[config.mk]
export PLATFORM = sky130hd
export DESIGN_NAME = axi_boot_loader
export DESIGN_NICKNAME = d
export VERILOG_FILES = /design/src/rtl/axi_boot_loader.sv
export SDC_FILE = /design/constraint.sdc
export NUM_CORES = 1
export LEC_CHECK = 0
export CAP_MARGIN = 20
export CORE_UTILIZATION = 37
export CTS_CLUSTER_DIAMETER = 200
export DETAILED_ROUTE_END_ITERATION = 8
export HOLD_SLACK_MARGIN = 0.03
export PLACE_DENSITY = 0.68
export SETUP_SLACK_MARGIN = 0.1
export SLEW_MARGIN = 30
export SYNTH_ARGS = -nofsm -noshare
export SYNTH_HDL_FRONTEND = slang
export SYNTH_SLANG_ARGS = --single-unit
export TNS_END_PERCENT = 10
[constraint.sdc]
create_clock -name clk -period 5.2 [get_ports clk]
set_input_delay 1.3 -clock clk [delete_from_list [all_inputs] [get_ports clk]]
set_output_delay 1.3 -clock clk [all_outputs]
set_load 0.02 [all_outputs]
[src/rtl/axi_boot_loader.sv]
// -----------------------------------------------------------------------------
// axi_boot_loader
//   Boot stage that sits in front of the CPU and its program SRAM. It takes a
//   byte stream, assembles little-endian 32-bit words, writes them one at a
//   time over AXI4-Lite into SRAM starting at BASE_ADDR, and holds the CPU in
//   reset until the whole image has been written.
//
//   Stream format: 16-bit word count N (LSB first), then N*4 data bytes, with
//   each word sent LSB first.
//
// Ports
//   clk, resetn              clock, asynchronous active-low reset
//   s_byte_valid/ready/data  byte stream input (valid/ready handshake)
//   m_axi_aw*                AXI4-Lite write address channel (master)
//   m_axi_w*                 AXI4-Lite write data channel (master)
//   m_axi_b*                 AXI4-Lite write response channel (master)
//   cpu_resetn               active-low CPU reset, released once the image is loaded
//   boot_done                image loaded, CPU released
//   boot_error               load aborted (bad length or error response)
//   words_written            number of words that completed with OKAY
// -----------------------------------------------------------------------------
module axi_boot_loader #(
    parameter logic [31:0] BASE_ADDR = 32'h0000_0000,
    parameter int          MAX_WORDS = 512,
    parameter int          CNT_W     = 10
) (
    input  logic             clk,
    input  logic             resetn,
    input  logic             s_byte_valid,
    output logic             s_byte_ready,
    input  logic [7:0]       s_byte_data,
    output logic             m_axi_awvalid,
    input  logic             m_axi_awready,
    output logic [31:0]      m_axi_awaddr,
    output logic [2:0]       m_axi_awprot,
    output logic             m_axi_wvalid,
    input  logic             m_axi_wready,
    output logic [31:0]      m_axi_wdata,
    output logic [3:0]       m_axi_wstrb,
    input  logic             m_axi_bvalid,
    output logic             m_axi_bready,
    input  logic [1:0]       m_axi_bresp,
    output logic             cpu_resetn,
    output logic             boot_done,
    output logic             boot_error,
    output logic [CNT_W-1:0] words_written
);

    typedef enum logic [2:0] {
        ST_HDR0    = 3'd0,
        ST_HDR1    = 3'd1,
        ST_COLLECT = 3'd2,
        ST_WRITE   = 3'd3,
        ST_RESP    = 3'd4,
        ST_DONE    = 3'd5,
        ST_ERROR   = 3'd6
    } state_t;

    state_t             r_state;
    state_t             w_next_state;

    logic [15:0]        r_n;
    logic [CNT_W-1:0]   r_idx;
    logic [1:0]         r_byte_cnt;
    logic [31:0]        r_word;
    logic               r_byte_ready;
    logic               r_awvalid;
    logic               r_wvalid;
    logic               r_bready;
    logic [31:0]        r_awaddr;
    logic [31:0]        r_wdata;
    logic               r_cpu_resetn;
    logic               r_boot_done;
    logic               r_boot_error;
    logic [CNT_W-1:0]   r_words_written;

    logic               w_byte_acc;
    logic               w_aw_fin;
    logic               w_w_fin;
    logic               w_b_hs;
    logic [15:0]        w_hdr_n;
    logic [CNT_W-1:0]   w_idx_inc;
    logic               w_last;
    logic               w_next_accepts;

    // r_byte_ready is only ever high in the byte-accepting states, so the
    // handshake alone identifies an accepted byte.
    assign w_byte_acc = s_byte_valid & r_byte_ready;
    // A channel is finished once its valid has dropped or is handshaking now.
    assign w_aw_fin   = ~r_awvalid | m_axi_awready;
    assign w_w_fin    = ~r_wvalid  | m_axi_wready;
    assign w_b_hs     = m_axi_bvalid & r_bready;
    assign w_hdr_n    = {s_byte_data, r_n[7:0]};
    assign w_idx_inc  = r_idx + CNT_W'(1);
    assign w_last     = ({{(16-CNT_W){1'b0}}, w_idx_inc} == r_n);

    // Next-state decode for the load sequencer.
    always_comb begin
        w_next_state = r_state;
        case (r_state)
            ST_HDR0: begin
                if (w_byte_acc) begin
                    w_next_state = ST_HDR1;
                end else begin
                    w_next_state = r_state;
                end
            end
            ST_HDR1: begin
                if (!w_byte_acc) begin
                    w_next_state = r_state;
                end else if (w_hdr_n == 16'h0000) begin
                    w_next_state = ST_DONE;
                end else if (w_hdr_n > 16'(MAX_WORDS)) begin
                    w_next_state = ST_ERROR;
                end else begin
                    w_next_state = ST_COLLECT;
                end
            end
            ST_COLLECT: begin
                if (w_byte_acc && (r_byte_cnt == 2'd3)) begin
                    w_next_state = ST_WRITE;
                end else begin
                    w_next_state = r_state;
                end
            end
            ST_WRITE: begin
                if (w_aw_fin && w_w_fin) begin
                    w_next_state = ST_RESP;
                end else begin
                    w_next_state = r_state;
                end
            end
            ST_RESP: begin
                if (!w_b_hs) begin
                    w_next_state = r_state;
                end else if (m_axi_bresp != 2'b00) begin
                    w_next_state = ST_ERROR;
                end else if (w_last) begin
                    w_next_state = ST_DONE;
                end else begin
                    w_next_state = ST_COLLECT;
                end
            end
            ST_DONE:  w_next_state = ST_DONE;
            ST_ERROR: w_next_state = ST_ERROR;
            default:  w_next_state = ST_HDR0;
        endcase
    end

    // Byte ready is registered from the next state, so it can never be high
    // in the same cycle as a B handshake.
    always_comb begin
        w_next_accepts = 1'b0;
        case (w_next_state)
            ST_HDR0, ST_HDR1, ST_COLLECT: w_next_accepts = 1'b1;
            default:                      w_next_accepts = 1'b0;
        endcase
    end

    // Sequencer state register.
    always_ff @(posedge clk or negedge resetn) begin
        if (!resetn) begin
            r_state <= ST_HDR0;
        end else begin
            r_state <= w_next_state;
        end
    end

    // Handshake/status outputs derived from the state.
    always_ff @(posedge clk or negedge resetn) begin
        if (!resetn) begin
            r_byte_ready <= 1'b0;
            r_bready     <= 1'b0;
            r_boot_done  <= 1'b0;
            r_cpu_resetn <= 1'b0;
            r_boot_error <= 1'b0;
        end else begin
            r_byte_ready <= w_next_accepts;
            r_bready     <= (w_next_state == ST_RESP);
            r_boot_done  <= (r_state == ST_DONE);
            r_cpu_resetn <= (r_state == ST_DONE);
            r_boot_error <= (r_state == ST_ERROR);
        end
    end

    // Datapath: header length, word assembly, AXI address/data and counters.
    always_ff @(posedge clk or negedge resetn) begin
        if (!resetn) begin
            r_n             <= 16'h0000;
            r_idx           <= '0;
            r_byte_cnt      <= 2'd0;
            r_word          <= 32'h0000_0000;
            r_awvalid       <= 1'b0;
            r_wvalid        <= 1'b0;
            r_awaddr        <= 32'h0000_0000;
            r_wdata         <= 32'h0000_0000;
            r_words_written <= '0;
        end else begin
            case (r_state)
                ST_HDR0: begin
                    if (w_byte_acc) begin
                        r_n[7:0] <= s_byte_data;
                    end
                end
                ST_HDR1: begin
                    if (w_byte_acc) begin
                        r_n[15:8]  <= s_byte_data;
                        r_idx      <= '0;
                        r_byte_cnt <= 2'd0;
                    end
                end
                ST_COLLECT: begin
                    if (w_byte_acc) begin
                        r_word[{r_byte_cnt, 3'b000} +: 8] <= s_byte_data;
                        r_byte_cnt <= r_byte_cnt + 2'd1;
                        if (r_byte_cnt == 2'd3) begin
                            // Address wraps modulo 2^32 by construction.
                            r_awaddr  <= BASE_ADDR + (32'(r_idx) << 2);
                            r_wdata   <= {s_byte_data, r_word[23:0]};
                            r_awvalid <= 1'b1;
                            r_wvalid  <= 1'b1;
                        end
                    end
                end
                ST_WRITE: begin
                    if (r_awvalid && m_axi_awready) begin
                        r_awvalid <= 1'b0;
                    end
                    if (r_wvalid && m_axi_wready) begin
                        r_wvalid <= 1'b0;
                    end
                end
                ST_RESP: begin
                    if (w_b_hs && (m_axi_bresp == 2'b00)) begin
                        r_idx           <= w_idx_inc;
                        r_words_written <= r_words_written + CNT_W'(1);
                    end
                end
                default: begin
                    r_awvalid <= 1'b0;
                    r_wvalid  <= 1'b0;
                end
            endcase
        end
    end

    assign s_byte_ready  = r_byte_ready;
    assign m_axi_awvalid = r_awvalid;
    assign m_axi_awaddr  = r_awaddr;
    assign m_axi_awprot  = 3'b000;
    assign m_axi_wvalid  = r_wvalid;
    assign m_axi_wdata   = r_wdata;
    assign m_axi_wstrb   = 4'hF;
    assign m_axi_bready  = r_bready;
    assign cpu_resetn    = r_cpu_resetn;
    assign boot_done     = r_boot_done;
    assign boot_error    = r_boot_error;
    assign words_written = r_words_written;

endmodule

==> summary.txt <==
Sequential share of the synthesized area: 51.9%
Post-Syn Area per Cell: 11.2 um^2
Cell variety after synth: 58
Sinks on the clock net: 113
Netlist area before placement: 5450 um^2
RSZ-0062 raised after global routing: false
Antenna-violating nets left: 0
Cts-stage hold buffer count: 0
I/O pin count: 104
Sum of routed wire length over all layers: 11600 um
Setup TNS Final: 0 ns
DIE WIDTH: 123 um
Half-perimeter wire length of the detailed placement result: 7860 um
Final critical-path setup slack: 2.05 ns
Share of flip-flops with an asynchronous set or reset: 100%
Flip-flop and latch count after synthesis: 113
Run status: finished clean
Cell chain of the critical path: clkdlybuf4s50_1 -> nor4_1 -> nand3b_1 -> mux2_2 -> a21oi_1 -> o31ai_4 -> nor4bb_2
Synthesis Warnings: 0
Worst-case register-to-register setup slack: 2.79 ns
Fraction of synthesized cell area taken by the top area cell type: 51.9%
Simple logic cell fraction of the synthesized area: 14.0%
Clock transition at path regs: 0.06 ns
Cell accounting for the most synthesized area: dfrtp_1
Cell depth of the worst flop-to-flop path: 7
Total instance count after detailed placement: 716
Minimum period implied by the final worst setup slack: 3.15 ns
Pre-CTS setup slack: 1.68 ns
Die Footprint: 15200 um^2
Share of the synthesized netlist area taken by xor and xnor gates: 3.98%
Initial antenna violation count: 0
GP Congestion: 0.832
Summed area of non-filler cells in the final layout: 6790 um^2
Final antenna diode count: 0
Via count of the routed design: 3691
Beginning of the worst register-to-register path: r_idx[0]$_DFFE_PN0P_
Highest clock rate: 0.317 GHz
Synth Area in Adders: 1.61%
Quantity of I/O buffers inserted on ports: 74
Startpoint-to-endpoint class of the critical path: in -> reg
Synth top area cells: dfrtp_1, mux2_2, nand2_1, buf_4, o21ai_0
Fin nets: 578
Ratio of cells with drive above 1 in the final layout: 20.6%
Max rail drop VDD: 349 uV
Average wire per standard cell: 15.5 um
Worst EP required: 5.48 ns
Mux share of post-synthesis cell area: 12.6%
Critical path endpoint category: flip-flop
Cell Pwr Density: 509 nW/um^2
Standard cell core area: 14100 um^2
CTS tree: built
Global routing usage summed across all routing layers: 16.9%
Hold Worst Slack: 0.480 ns
Finished Core Util: 48.2%
Crit path launch: s_byte_data[5]
End point of the critical path: m_axi_bready$_DFF_PN0_
Global-route wire length before repair: 19200 um
1st-iter DRT viols: 185
Compound-gate portion of the synthesized area: 8.82%
Final Hold Violating Endpoints: 0
Placed cell areas: 6180 um^2
Ys flop type: dfrtp_1
Number of rows created at floorplan: 43
Final cell count without fillers: 748
Number of buffers between clock root and the deepest sink: 2
Number of max-cap violations: 0
Area growth from synthesis to final layout: 24.7%
Total chip power: 3.46 mW
Root buffer cell: clkbuf_16
Cells resized by post-CTS repair: 0
Die Height: 123 um
Maximum cell stage delay along the critical path: 0.63 ns
Max Slew Vio Count: 0
Final global-route overflow total: 0
Worst Path Arrival: 3.43 ns
Inserted Clock Buffers: 17
Htree depth: 4
Starting density of the core: 38.6%
Mean number of vias per cell: 4.93
Via count of the first global-routing pass: 3786
Number of buffers inserted by post-CTS setup repair: 0
Slowest stage cell on the critical path: clkdlybuf4s50_1
Relative slew margins: 39.4%
Pin slew with the least headroom to its limit: 0.907 ns
Count of mapped cells out of synthesis: 485
Number of synthesized flops with an enable pin: 0
Number of setup violations in the final report: 0
Static leakage: 3.06 nW
Skew-Pair Late Insertion Delay: 0.41 ns
Hold WC Path Type: reg -> reg
Portion of the clock cycle consumed by the worst path in the final layout: 60.6%
Critical path startpoint category: input pin
Iteration count of the initial detailed-routing pass: 5
Max Clock Skew: 0.00915 ns
Remaining design rule violation count: 0
Pin count of the biggest net entering global routing: 85
Maximum fanout along the worst path: 7
Largest family of logic cells by synthesized area: simple AND/OR/NAND/NOR gates
Critical R2R Capture: s_byte_ready$_DFF_PN0_
[registers in the layout, indices dropped and copies added (netlist names)]
| register | cells |
|---|---|
| words_written | 10 |
| r_byte_cnt | 2 |
| r_state | 3 |
| r_n | 16 |
| r_word | 24 |
| boot_done | 1 |
| m_axi_bready | 1 |
| m_axi_awvalid | 1 |
| m_axi_awaddr | 10 |
| s_byte_ready | 1 |
| boot_error | 1 |
| r_idx | 10 |
| m_axi_wvalid | 1 |
| m_axi_wdata | 32 |
[where the power goes]
part           leakage (nW)  internal, mW  switching, mW  total, mW
clock network         0.307         0.778          0.413       1.19
registers              1.53          1.10          0.202       1.30
logic                  1.22         0.464          0.497      0.960
total                  3.06          2.34           1.11       3.46
[area by class of cell]
class                           count  area, um^2
Sequential cell                   113        2830
Tap cell                          180         225
Inverter                            3        11.3
Fill cell                        1271        7310
Clock buffer                       19         453
Timing Repair Buffer               78         772
Clock inverter                     13         159
Multi-Input combinational cell    342        2340
[critical path, delay by kind of cell]
kind,cells,cell delay (ns)
buffers and inverters,1,0.63
AOI/OAI and AO/OA,2,0.42
muxes,1,0.29
and+or+nand+nor,3,0.79
[per-layer routing]
metal  vias up  share of wire [%]  track usage, %
li1       1774                  -               -
met1      1812                 44            20.6
met2        95                 50            27.4
met3        10                5.0            5.90
met4         0                1.0            6.40
met5         -                  0               0
[cell usage after synthesis (7+ instances only)]
library cell and instances:
xor2_1 7, nand2_1 70, xnor2_1 15, mux2_2 60, nand3_1 8, clkbuf_1 11
dfrtp_1 113, a21oi_1 8, nor2_1 18, o21ai_0 39, buf_4 31, ha_1 7
[cell families (layout without fill, tap and decap cells)]
kind of cell	after synthesis	in the layout
AND/OR/NAND/NOR	149	149
XOR/XNOR	23	23
buffers and inverters	57	113
AO/OA/AOI/OAI	73	73
adder cells (fa/ha/maj)	7	7
other	2	29
flip-flops	113	113
multiplexers	61	61
[worst min-delay path by stage]
stage	endpoint	cells past startpoint	slack [ns]	startpoint
after detailed placement	r_word[23]$_DFFE_PN0P_	2	0.47	r_word[23]$_DFFE_PN0P_
after floorplan	r_word[15]$_DFFE_PN0P_	2	0.44	r_word[15]$_DFFE_PN0P_
after global placement	words_written[9]$_DFFE_PN0P_	1	0.46	words_written[9]$_DFFE_PN0P_
final	r_word[21]$_DFFE_PN0P_	2	0.48	r_word[21]$_DFFE_PN0P_
after CTS	r_word[23]$_DFFE_PN0P_	2	0.48	r_word[23]$_DFFE_PN0P_
after global routing	r_word[14]$_DFFE_PN0P_	2	0.50	r_word[14]$_DFFE_PN0P_
[cell usage in the layout, fill, tap and decap left out, drive strengths merged, types with 3 or more instances in the layout]
cell type and instances:
a21oi 9, and2 8, and3 5, and4 3, buf 5, bufinv 3, clkbuf 19, clkdlybuf4s50 73
clkinv 8, conb 29, dfrtp 113, ha 7, inv 5, mux2 60, nand2 70, nand2b 6
nand3 8, nand4 4, nor2 18, nor2b 5, nor3 5, nor3b 4, nor4 4, o21ai 39
o221a 3, o22ai 4, o31ai 7, or3 3, xnor2 15, xor2 7
Power figures use the tool's default switching activity.
